**src/rtl/packet_cutter_cfg_sequencer_pkg.sv**
```systemverilog
// packet_cutter_cfg_sequencer_pkg: register map, response codes and FSM encoding for the cutter config sequencer
package packet_cutter_cfg_sequencer_pkg;
  localparam logic [31:0] OFF_CUT_EN = 32'h0;
  localparam logic [31:0] OFF_WORD = 32'h4;
  localparam logic [31:0] OFF_OFFSET = 32'h8;
  localparam logic [31:0] OFF_BYTES = 32'hC;
  localparam logic [1:0] BRESP_OKAY = 2'b00;
  localparam int NUM_STEPS = 5;
  typedef enum logic [1:0] {IDLE, ISSUE, WAIT_RESP, DONE} state_t;
  function automatic logic [31:0] step_offset(input logic [2:0] step);
    return step == 3'd1 ? OFF_WORD : step == 3'd2 ? OFF_OFFSET : step == 3'd3 ? OFF_BYTES : OFF_CUT_EN;
  endfunction
endpackage

```
**src/rtl/packet_cutter_cfg_sequencer_if.sv**
```systemverilog
// packet_cutter_cfg_sequencer_if: AXI4-Lite write channels toward the cutter's S_AXI port
interface packet_cutter_cfg_sequencer_if #(
  parameter int ADDR_W = 32,
  parameter int DATA_W = 32
);
  logic [ADDR_W-1:0] awaddr;
  logic awvalid;
  logic awready;
  logic [DATA_W-1:0] wdata;
  logic [DATA_W/8-1:0] wstrb;
  logic wvalid;
  logic wready;
  logic [1:0] bresp;
  logic bvalid;
  logic bready;
  modport master (
    output awaddr, awvalid, wdata, wstrb, wvalid, bready,
    input awready, wready, bresp, bvalid
  );
  modport slave (
    input awaddr, awvalid, wdata, wstrb, wvalid, bready,
    output awready, wready, bresp, bvalid
  );
endinterface

```
**src/rtl/packet_cutter_cfg_sequencer_axil_single_write.sv**
```systemverilog
// axil_single_write: one AXI4-Lite AW/W/B write with a per-transaction timeout
module axil_single_write
  import packet_cutter_cfg_sequencer_pkg::*;
#(
  parameter int ADDR_W = 32,
  parameter int DATA_W = 32,
  parameter int TIMEOUT = 256
) (
  input logic clk,
  input logic reset,
  input logic go,
  input logic [ADDR_W-1:0] addr,
  input logic [DATA_W-1:0] data,
  packet_cutter_cfg_sequencer_if.master m,
  output logic ok,
  output logic err
);
  localparam int CW = $clog2(TIMEOUT);
  logic active;
  logic [CW-1:0] cnt;
  logic timeout;
  logic b_hs;
  // a late ready or bvalid in the abort cycle must not count as completion
  assign timeout = active && cnt == CW'(TIMEOUT - 1);
  assign b_hs = m.bready && m.bvalid && !timeout;
  assign ok = b_hs && m.bresp == BRESP_OKAY;
  assign err = timeout || (b_hs && m.bresp != BRESP_OKAY);
  assign m.wstrb = '1;
  always_ff @(posedge clk) begin
    if (reset) begin
      active <= 1'b0;
      cnt <= '0;
      m.awvalid <= 1'b0;
      m.wvalid <= 1'b0;
      m.bready <= 1'b0;
      m.awaddr <= '0;
      m.wdata <= '0;
    end else if (go) begin
      active <= 1'b1;
      cnt <= '0;
      m.awvalid <= 1'b1;
      m.wvalid <= 1'b1;
      m.bready <= 1'b0;
      m.awaddr <= addr;
      m.wdata <= data;
    end else if (timeout || b_hs) begin
      active <= 1'b0;
      m.awvalid <= 1'b0;
      m.wvalid <= 1'b0;
      m.bready <= 1'b0;
    end else if (active) begin
      cnt <= cnt + 1'b1;
      if (m.awready) m.awvalid <= 1'b0;
      if (m.wready) m.wvalid <= 1'b0;
      if ((!m.awvalid || m.awready) && (!m.wvalid || m.wready)) m.bready <= 1'b1;
    end
  end
endmodule

```
**src/rtl/packet_cutter_cfg_sequencer.sv**
```systemverilog
// packet_cutter_cfg_sequencer: disables cutting, loads word/offset/bytes, then restores enable over AXI4-Lite
module packet_cutter_cfg_sequencer
  import packet_cutter_cfg_sequencer_pkg::*;
#(
  parameter logic [31:0] C_BASE_ADDR = 32'h77800000,
  parameter int C_S_AXI_ADDR_WIDTH = 32,
  parameter int C_S_AXI_DATA_WIDTH = 32,
  parameter int C_TIMEOUT = 256
) (
  input logic clk,
  input logic reset,
  input logic cfg_start,
  input logic [31:0] cfg_word,
  input logic [31:0] cfg_offset,
  input logic [31:0] cfg_bytes,
  input logic cfg_enable,
  output logic busy,
  output logic done,
  output logic error,
  output logic [2:0] err_index,
  packet_cutter_cfg_sequencer_if.master m_axi
);
  localparam logic [2:0] LAST_STEP = 3'(NUM_STEPS - 1);
  state_t state, state_nxt;
  logic [2:0] step;
  logic [31:0] word_q, offset_q, bytes_q, step_data;
  logic enable_q, go, ok, err;
  assign busy = state == ISSUE || state == WAIT_RESP;
  assign done = state == DONE;
  assign go = state == ISSUE;
  assign step_data = step == 3'd1 ? word_q : step == 3'd2 ? offset_q : step == 3'd3 ? bytes_q :
                     step == 3'd4 ? {31'b0, enable_q} : 32'h0;
  // an error always ends the sequence, so enable is never restored after a failed load
  always_comb begin
    state_nxt = state;
    state_nxt = state == IDLE ? (cfg_start ? ISSUE : IDLE) :
                state == ISSUE ? WAIT_RESP :
                state == WAIT_RESP ? (err ? DONE : ok ? (step == LAST_STEP ? DONE : ISSUE) : WAIT_RESP) :
                IDLE;
  end
  always_ff @(posedge clk) begin
    if (reset) begin
      state <= IDLE;
      step <= '0;
      error <= 1'b0;
      err_index <= '0;
      word_q <= '0;
      offset_q <= '0;
      bytes_q <= '0;
      enable_q <= 1'b0;
    end else begin
      state <= state_nxt;
      if (state == IDLE && cfg_start) begin
        word_q <= cfg_word;
        offset_q <= cfg_offset;
        bytes_q <= cfg_bytes;
        enable_q <= cfg_enable;
        error <= 1'b0;
        err_index <= '0;
        step <= '0;
      end
      if (state == WAIT_RESP && ok && step != LAST_STEP) step <= step + 1'b1;
      if (state == WAIT_RESP && err) begin
        error <= 1'b1;
        err_index <= step;
      end
    end
  end
  axil_single_write #(
    .ADDR_W(C_S_AXI_ADDR_WIDTH),
    .DATA_W(C_S_AXI_DATA_WIDTH),
    .TIMEOUT(C_TIMEOUT)
  ) u_wr (
    .clk(clk),
    .reset(reset),
    .go(go),
    .addr(C_S_AXI_ADDR_WIDTH'(C_BASE_ADDR + step_offset(step))),
    .data(C_S_AXI_DATA_WIDTH'(step_data)),
    .m(m_axi),
    .ok(ok),
    .err(err)
  );
endmodule

```
**src/flat_wrapper.sv**
```systemverilog
// flat-port wrapper written by rule: the top's interface ports become plain ports
module packet_cutter_cfg_sequencer_flat import packet_cutter_cfg_sequencer_pkg::*;
#(
  parameter logic [31:0] C_BASE_ADDR = 32'h77800000,
  parameter int C_S_AXI_ADDR_WIDTH = 32,
  parameter int C_S_AXI_DATA_WIDTH = 32,
  parameter int C_TIMEOUT = 256
)
  (clk, reset, cfg_start, cfg_word, cfg_offset, cfg_bytes, cfg_enable, busy, done, error, err_index, m_axi_awaddr, m_axi_awvalid, m_axi_wdata, m_axi_wstrb, m_axi_wvalid, m_axi_bready, m_axi_awready, m_axi_wready, m_axi_bresp, m_axi_bvalid);
  packet_cutter_cfg_sequencer_if m_axi_i ();
  input logic clk;
  input logic reset;
  input logic cfg_start;
  input logic [31:0] cfg_word;
  input logic [31:0] cfg_offset;
  input logic [31:0] cfg_bytes;
  input logic cfg_enable;
  output logic busy;
  output logic done;
  output logic error;
  output logic [2:0] err_index;
  output wire logic [$bits(m_axi_i.awaddr)-1:0] m_axi_awaddr;
  output wire logic [$bits(m_axi_i.awvalid)-1:0] m_axi_awvalid;
  output wire logic [$bits(m_axi_i.wdata)-1:0] m_axi_wdata;
  output wire logic [$bits(m_axi_i.wstrb)-1:0] m_axi_wstrb;
  output wire logic [$bits(m_axi_i.wvalid)-1:0] m_axi_wvalid;
  output wire logic [$bits(m_axi_i.bready)-1:0] m_axi_bready;
  input wire logic [$bits(m_axi_i.awready)-1:0] m_axi_awready;
  input wire logic [$bits(m_axi_i.wready)-1:0] m_axi_wready;
  input wire logic [$bits(m_axi_i.bresp)-1:0] m_axi_bresp;
  input wire logic [$bits(m_axi_i.bvalid)-1:0] m_axi_bvalid;
  assign m_axi_awaddr = m_axi_i.awaddr;
  assign m_axi_awvalid = m_axi_i.awvalid;
  assign m_axi_wdata = m_axi_i.wdata;
  assign m_axi_wstrb = m_axi_i.wstrb;
  assign m_axi_wvalid = m_axi_i.wvalid;
  assign m_axi_bready = m_axi_i.bready;
  assign m_axi_i.awready = m_axi_awready;
  assign m_axi_i.wready = m_axi_wready;
  assign m_axi_i.bresp = m_axi_bresp;
  assign m_axi_i.bvalid = m_axi_bvalid;
  packet_cutter_cfg_sequencer #(.C_BASE_ADDR(C_BASE_ADDR), .C_S_AXI_ADDR_WIDTH(C_S_AXI_ADDR_WIDTH), .C_S_AXI_DATA_WIDTH(C_S_AXI_DATA_WIDTH), .C_TIMEOUT(C_TIMEOUT)) u_core (.clk(clk), .reset(reset), .cfg_start(cfg_start), .cfg_word(cfg_word), .cfg_offset(cfg_offset), .cfg_bytes(cfg_bytes), .cfg_enable(cfg_enable), .busy(busy), .done(done), .error(error), .err_index(err_index), .m_axi(m_axi_i));
endmodule
```
**config.mk**
```make
export PLATFORM = sky130hd
export DESIGN_NAME = packet_cutter_cfg_sequencer_flat
export DESIGN_NICKNAME = d
export VERILOG_FILES = /design/src/rtl/packet_cutter_cfg_sequencer_pkg.sv /design/src/rtl/packet_cutter_cfg_sequencer_if.sv /design/src/rtl/packet_cutter_cfg_sequencer_axil_single_write.sv /design/src/rtl/packet_cutter_cfg_sequencer.sv /design/src/flat_wrapper.sv
export SDC_FILE = /design/constraint.sdc
export NUM_CORES = 1
export LEC_CHECK = 0
export CORE_MARGIN = 2
export CORE_UTILIZATION = 44
export DETAILED_ROUTE_END_ITERATION = 10
export HOLD_SLACK_MARGIN = 0.03
export PLACE_DENSITY = 0.89
export SLEW_MARGIN = 20
export SYNTH_ARGS = -nofsm -noshare
export SYNTH_HDL_FRONTEND = slang
export SYNTH_SLANG_ARGS = --single-unit
```
**constraint.sdc**
```tcl
create_clock -name clk -period 1.7 [get_ports clk]
set_input_delay 0.17 -clock clk [delete_from_list [all_inputs] [get_ports clk]]
set_output_delay 0.17 -clock clk [all_outputs]
set_load 0.005 [all_outputs]
```
==> impl_metrics.json, run 1 <==
{
  "status": "completed",
  "worstPathMaxFanout": 3,
  "grt_use_total": 0.219,
  "hold_buffers": 0,
  "cts_buffers": 17,
  "synth_cell_types": 46,
  "wl_per_cell_um": 15.3,
  "hpwl_um": 11600,
  "setup_tns_ns": 0,
  "antenna_found_initial": 1,
  "grt_pass1_wl_um": 28400,
  "synth-edff-count": 0,
  "vias_per_cell": 5.37,
  "gp_congestion": 0.828,
  "clk_path_buf_depth": 2,
  "overflow": 0,
  "worst_slack_ns": 0.0615,
  "ys_seq_elements": 153,
  "wl_met3_um": 1140,
  "p_per_area_mw_per_mm2": 970,
  "drv_cap": 0,
  "rows": 44,
  "synth_sequential_area_ratio": 0.465,
  "startpoint": "u_core.step[0]",
  "start_util": 0.452,
  "final_nets": 1094,
  "cts_tree": "done",
  "drcViolationCount": 0,
  "clk_pin_slew_worst_paths_ns": 0.06,
  "start_kind": "register",
  "cts-root-buf": "clkbuf_16",
  "wirelength_um": 18000,
  "dr.pass1.iters": 5,
  "async_reset_ff_frac": 0,
  "crit_chain": "inv_2 > ha_2 > nand2_1 > nand4_1 > or3_4 > mux2_4",
  "dr_wl_met2_um": 8930,
  "worstSetupPathType": "reg -> reg",
  "fin_crit_sh": 0.964,
  "slew_violations": 0,
  "io_buffers": 154,
  "synth_flop_cell": "dfxtp_1",
  "top_layer_used": "met4",
  "die_h_um": 126,
  "synth_area_mm2": 0.00659,
  "preCtsSetupSlack_ns": 0.0200,
  "hold_ws_ns": 0.117,
  "syn_inst": 850,
  "area_delta_synth_final_pct": 36.8,
  "max_freq_mhz": 610,
  "grt_pass1_vias": 5927,
  "required_ns": 2.01,
  "cts_sinks": 153,
  "end_kind": "register",
  "grt_max_degree": 62,
  "skew_ns": 0.0144,
  "slowest_stage": "or3_4",
  "core_area_mm2": 0.0146,
  "peakVddDrop_mv": 0.769,
  "vias": 6325,
  "dieWidth_um": 126,
  "min_from": "reset",
  "worstReg2RegStart": "u_core.step[0]",
  "wl_met1_um": 7440,
  "clkLatencyLatePin_ns": 0.43,
  "drt_iter0_drc": 537,
  "worst_hold_path_type": "in -> reg",
  "yosys_warnings": 0,
  "ios": 182,
  "setup_viol": 0,
  "postSynthAreaPerCell_um2": 7.75,
  "die_area_mm2": 0.0160,
  "hold_viol_final": 0,
  "ant_nets": 0,
  "leakage_nw": 3.40,
  "htree_levels": 4,
  "slowest_delay_ns": 0.45,
  "worst_ep_arrival_time_ns": 1.95,
  "period_minus_slack_ns": 1.64,
  "drive_gt1_frac": 0.0907
}
==> worst max-delay path, delay by kind of cell, from the launching register on <==
kind / cells / cell delay, ns
buffers and inverters: 1 / 0.05
muxes: 1 / 0.32
adders and majority gates: 1 / 0.18
and+or+nand+nor: 3 / 0.62
DFF: 1 / 0.35
==> synthesized netlist by cell type (all sizes together), types with 3 or more instances <==
cell type  count  share of area
buf           57          0.055
a211oi        35          0.040
o21a           3         0.0034
ha            10          0.019
o32ai         31          0.041
nor2b          3         0.0028
inv           12         0.0068
nand2        265           0.15
nor3b          3         0.0034
mux2           3         0.0051
nand3          4         0.0030
nand4          4         0.0070
xnor2          3         0.0040
nor2          76          0.043
o41ai          3         0.0040
a21oi        108          0.082
nor3           5         0.0038
clkbuf        42          0.024
o21ai          6         0.0051
dfxtp        153           0.46
==> state kept, by name, summed over array words and instances (netlist names), 2 cells and up <==
| signal | flops |
|---|---|
| u_core.u_wr.m.wdata | 32 |
| u_core.step | 3 |
| u_core.offset_q | 32 |
| u_core.u_wr.m.awaddr | 3 |
| u_core.bytes_q | 32 |
| u_core.u_wr.cnt | 8 |
| u_core.word_q | 32 |
| u_core.err_index | 3 |
| u_core.state | 2 |
==> final cells by class <==
| type | count | area, um2 |
|---|---|---|
| Antenna cell | 1 | 2.50 |
| Clock buffer | 19 | 433 |
| Clock inverter | 13 | 201 |
| Fill cell | 1204 | 5580 |
| Inverter | 12 | 45.0 |
| Multi-Input combinational cell | 611 | 3120 |
| Sequential cell | 153 | 3070 |
| Tap cell | 184 | 230 |
| Timing Repair Buffer | 184 | 1910 |
==> cell usage in the layout, fill, tap and decap left out, drive strengths merged, types with 12 or more instances in the layout <==
cell type	count
clkbuf	19
dfxtp	153
clkdlybuf4s50	152
nand2	265
conb	27
inv	12
nor2	76
a211oi	35
buf	31
a21oi	108
o32ai	31
==> routing by layer <==
metal  up-vias  track usage
li1       3063            -
met1      2972        0.267
met2       258        0.376
met3        32       0.0472
met4         0       0.0911
met5         -            0
==> logic make-up after synthesis <==
group	Yosys count	synth area share
muxes	4	0.00665
adders and majority gates	10	0.0190
buffers and inverters	111	0.0857
other	2	0.00114
and+or+nand+nor	369	0.225
AOI/OAI and AO/OA	198	0.194
xor gates and xnor gates	3	0.00399
DFF	153	0.465
==> where the power goes <==
part           internal (W)  switching (W)
combinational      0.000419       0.000407
clock               0.00259        0.00149
sequential          0.00374      0.0000905
total               0.00675        0.00199
==> through the flow <==
stage	cells	total power, W	utilization	area [um2]
final	1177	0.00874	0.618	9010
after detailed placement	1142	0.00472	0.569	8300
after global placement	1142	0.00470	0.569	8300
after floorplan	875	0.00433	-	6680
after global routing	1177	0.00903	0.618	9010
after CTS	1176	0.00876	0.614	8960
==> final timing paths <==
| check | end | slack (ns) | depth (start not counted) |
|---|---|---|---|
| min | u_core.error | 0.12 | 2 |
| max reg2reg | u_core.step[1] | 0.06 | 6 |
| min reg2reg | u_core.bytes_q[8] | 0.45 | 2 |
| max | u_core.step[1] | 0.06 | 6 |
==> timing repair <==
item	4_1_cts	5_1_grt
gates resized for setup	6	14
pin swaps	0	2
buffers inserted	2	0
endpoints found under the setup margin	6	34
cloned	0	0
Power figures use the tool's default switching activity.
==> run 2: changes to the inputs <==
--- a/config.mk
+++ b/config.mk
@@ -7,9 +7,11 @@
 export LEC_CHECK = 0
 export CORE_MARGIN = 2
 export CORE_UTILIZATION = 44
+export CTS_CLUSTER_DIAMETER = 50
 export DETAILED_ROUTE_END_ITERATION = 10
 export HOLD_SLACK_MARGIN = 0.03
 export PLACE_DENSITY = 0.89
+export SKIP_LAST_GASP = 1
 export SLEW_MARGIN = 20
 export SYNTH_ARGS = -nofsm -noshare
 export SYNTH_HDL_FRONTEND = slang
==> results of run 2 <==
Same layout as run 1: the final DEF is identical, and so are final timing and power.
==> run 3: changes to the inputs <==
--- a/config.mk
+++ b/config.mk
@@ -5,7 +5,6 @@
 export SDC_FILE = /design/constraint.sdc
 export NUM_CORES = 1
 export LEC_CHECK = 0
-export CORE_MARGIN = 2
 export CORE_UTILIZATION = 44
 export CTS_CLUSTER_DIAMETER = 50
 export DETAILED_ROUTE_END_ITERATION = 10
==> impl_metrics.json, run 3 (same netlist as run 1, synthesis figures left out) <==
{
  "status": "completed",
  "worstSetupPathType": "reg -> reg",
  "setup_viol": 0,
  "grt_max_degree": 64,
  "worstRegToRegCells": 7,
  "grt_pass1_wl_um": 29000,
  "cts-root-buf": "clkbuf_16",
  "worst_ep_arrival_time_ns": 1.99,
  "placed_area_mm2": 0.00826,
  "vias": 6293,
  "finalPower_w": 0.00809,
  "drt_iter0_drc": 491,
  "worstPathMaxFanout": 20,
  "die_h_um": 124,
  "final_nets": 1096,
  "cts_buffers": 17,
  "clkLatencyLatePin_ns": 0.42,
  "clk_pin_slew_worst_paths_ns": 0.06,
  "clk_path_buf_depth": 2,
  "rows": 44,
  "drcViolationCount": 0,
  "area_delta_synth_final_pct": 36.4,
  "die_area_mm2": 0.0155,
  "start_kind": "register",
  "hold_viol_final": 0,
  "vias_per_cell": 5.36,
  "core_area_mm2": 0.0146,
  "max_freq_mhz": 597,
  "drive_gt1_frac": 0.0879,
  "finish.utilization": 0.616,
  "layout_common_cells": "264 x nand2_1, 152 x clkdlybuf4s50_1, 149 x dfxtp_1",
  "fin_area_mm2": 0.00899,
  "htree_levels": 4,
  "ant_nets": 0,
  "tightest_slew_ns": 0.640,
  "gp_congestion": 0.839,
  "met1_usage": 0.277,
  "wirelength_um": 18100,
  "worst_hold_path_type": "in -> reg",
  "required_ns": 2.01,
  "wl_per_cell_um": 15.4,
  "io_buffers": 154,
  "grt_use_total": 0.231,
  "leakage_nw": 3.38,
  "period_minus_slack_ns": 1.67,
  "skew_ns": 0.00754,
  "p_per_area_mw_per_mm2": 900,
  "drv_cap": 0,
  "end_kind": "register",
  "rsz0062_at_grt": "yes",
  "grtUsageMet2": 0.401,
  "fin_crit_sh": 0.985,
  "antenna_found_initial": 1,
  "grt_pass1_vias": 5978,
  "overflow": 0,
  "slew-limit-headroom": 0.573,
  "setup_tns_ns": 0,
  "dr.pass1.iters": 5,
  "peakVddDrop_mv": 0.759,
  "dieWidth_um": 124,
  "cts_tree": "done",
  "slew_violations": 0,
  "layout_commonest_cell": "nand2_1",
  "cts_sinks": 153,
  "grt_use_met3": 0.0485,
  "hpwl_um": 11400,
  "ios": 182,
  "holdPathStages": 3,
  "start_util": 0.452,
  "grt_most_used_layer": "met2"
}
-- run 3: final cells by class --
type,count,area [um2]
repair buffers,186,1970
fillers,1208,5600
well taps,184,230
multi-input cells,611,3140
diodes,1,2.50
flip-flops and latches,153,3070
clock inverters,4,45.0
inverters,12,47.5
clock buffers,24,482
-- run 3: timing repair --
action	in CTS	in global routing
endpoints found under the hold margin	1	0
hold buffers	1	0
cloned	1	1
gates resized for setup	10	15
pin swaps	0	4
setup endpoints to repair	9	24
setup buffers	1	3
-- run 3: layer usage --
metal	part of all wire	wire (um)
met5	0	0
met4	0.017	316
met3	0.066	1200
met2	0.50	9080
met1	0.42	7540
-- run 3: worst paths after layout --
path,start,to,slack [ns]
min reg2reg,u_core.bytes_q[8],u_core.bytes_q[8],0.45
min,cfg_word[4],u_core.word_q[4],0.29
max,u_core.step[0],u_core.u_wr.m.wdata[22],0.03
max reg2reg,u_core.step[0],u_core.u_wr.m.wdata[22],0.03
-- run 3: worst max-delay path, stage by stage (launching register included) --
cell,delay [ns]
dfxtp_4,0.38
ha_2,0.21
ha_4,0.17
buf_6,0.22
nand2_1,0.08
nor2_1,0.13
a211oi_2,0.07
o32ai_1,0.28
-- run 3: where the power goes --
group	internal [W]	leakage (nW)	switching (W)	total (W)
Clock	0.00209	0.262	0.00136	0.00344
Combinational	0.000414	1.86	0.000404	0.000818
Sequential	0.00374	1.25	0.0000897	0.00383
Total	0.00624	3.38	0.00185	0.00809
-- run 3: per-stage QoR --
stage,instances,hold WS [ns],setup WS (ns)
CTS,1170,0.283,0.0113
floorplan,875,0.306,0.100
detailed placement,1139,0.400,-0.0374
global route,1175,0.294,-0.0301
finish,1175,0.293,0.0263
global placement,1139,0.394,0.0230
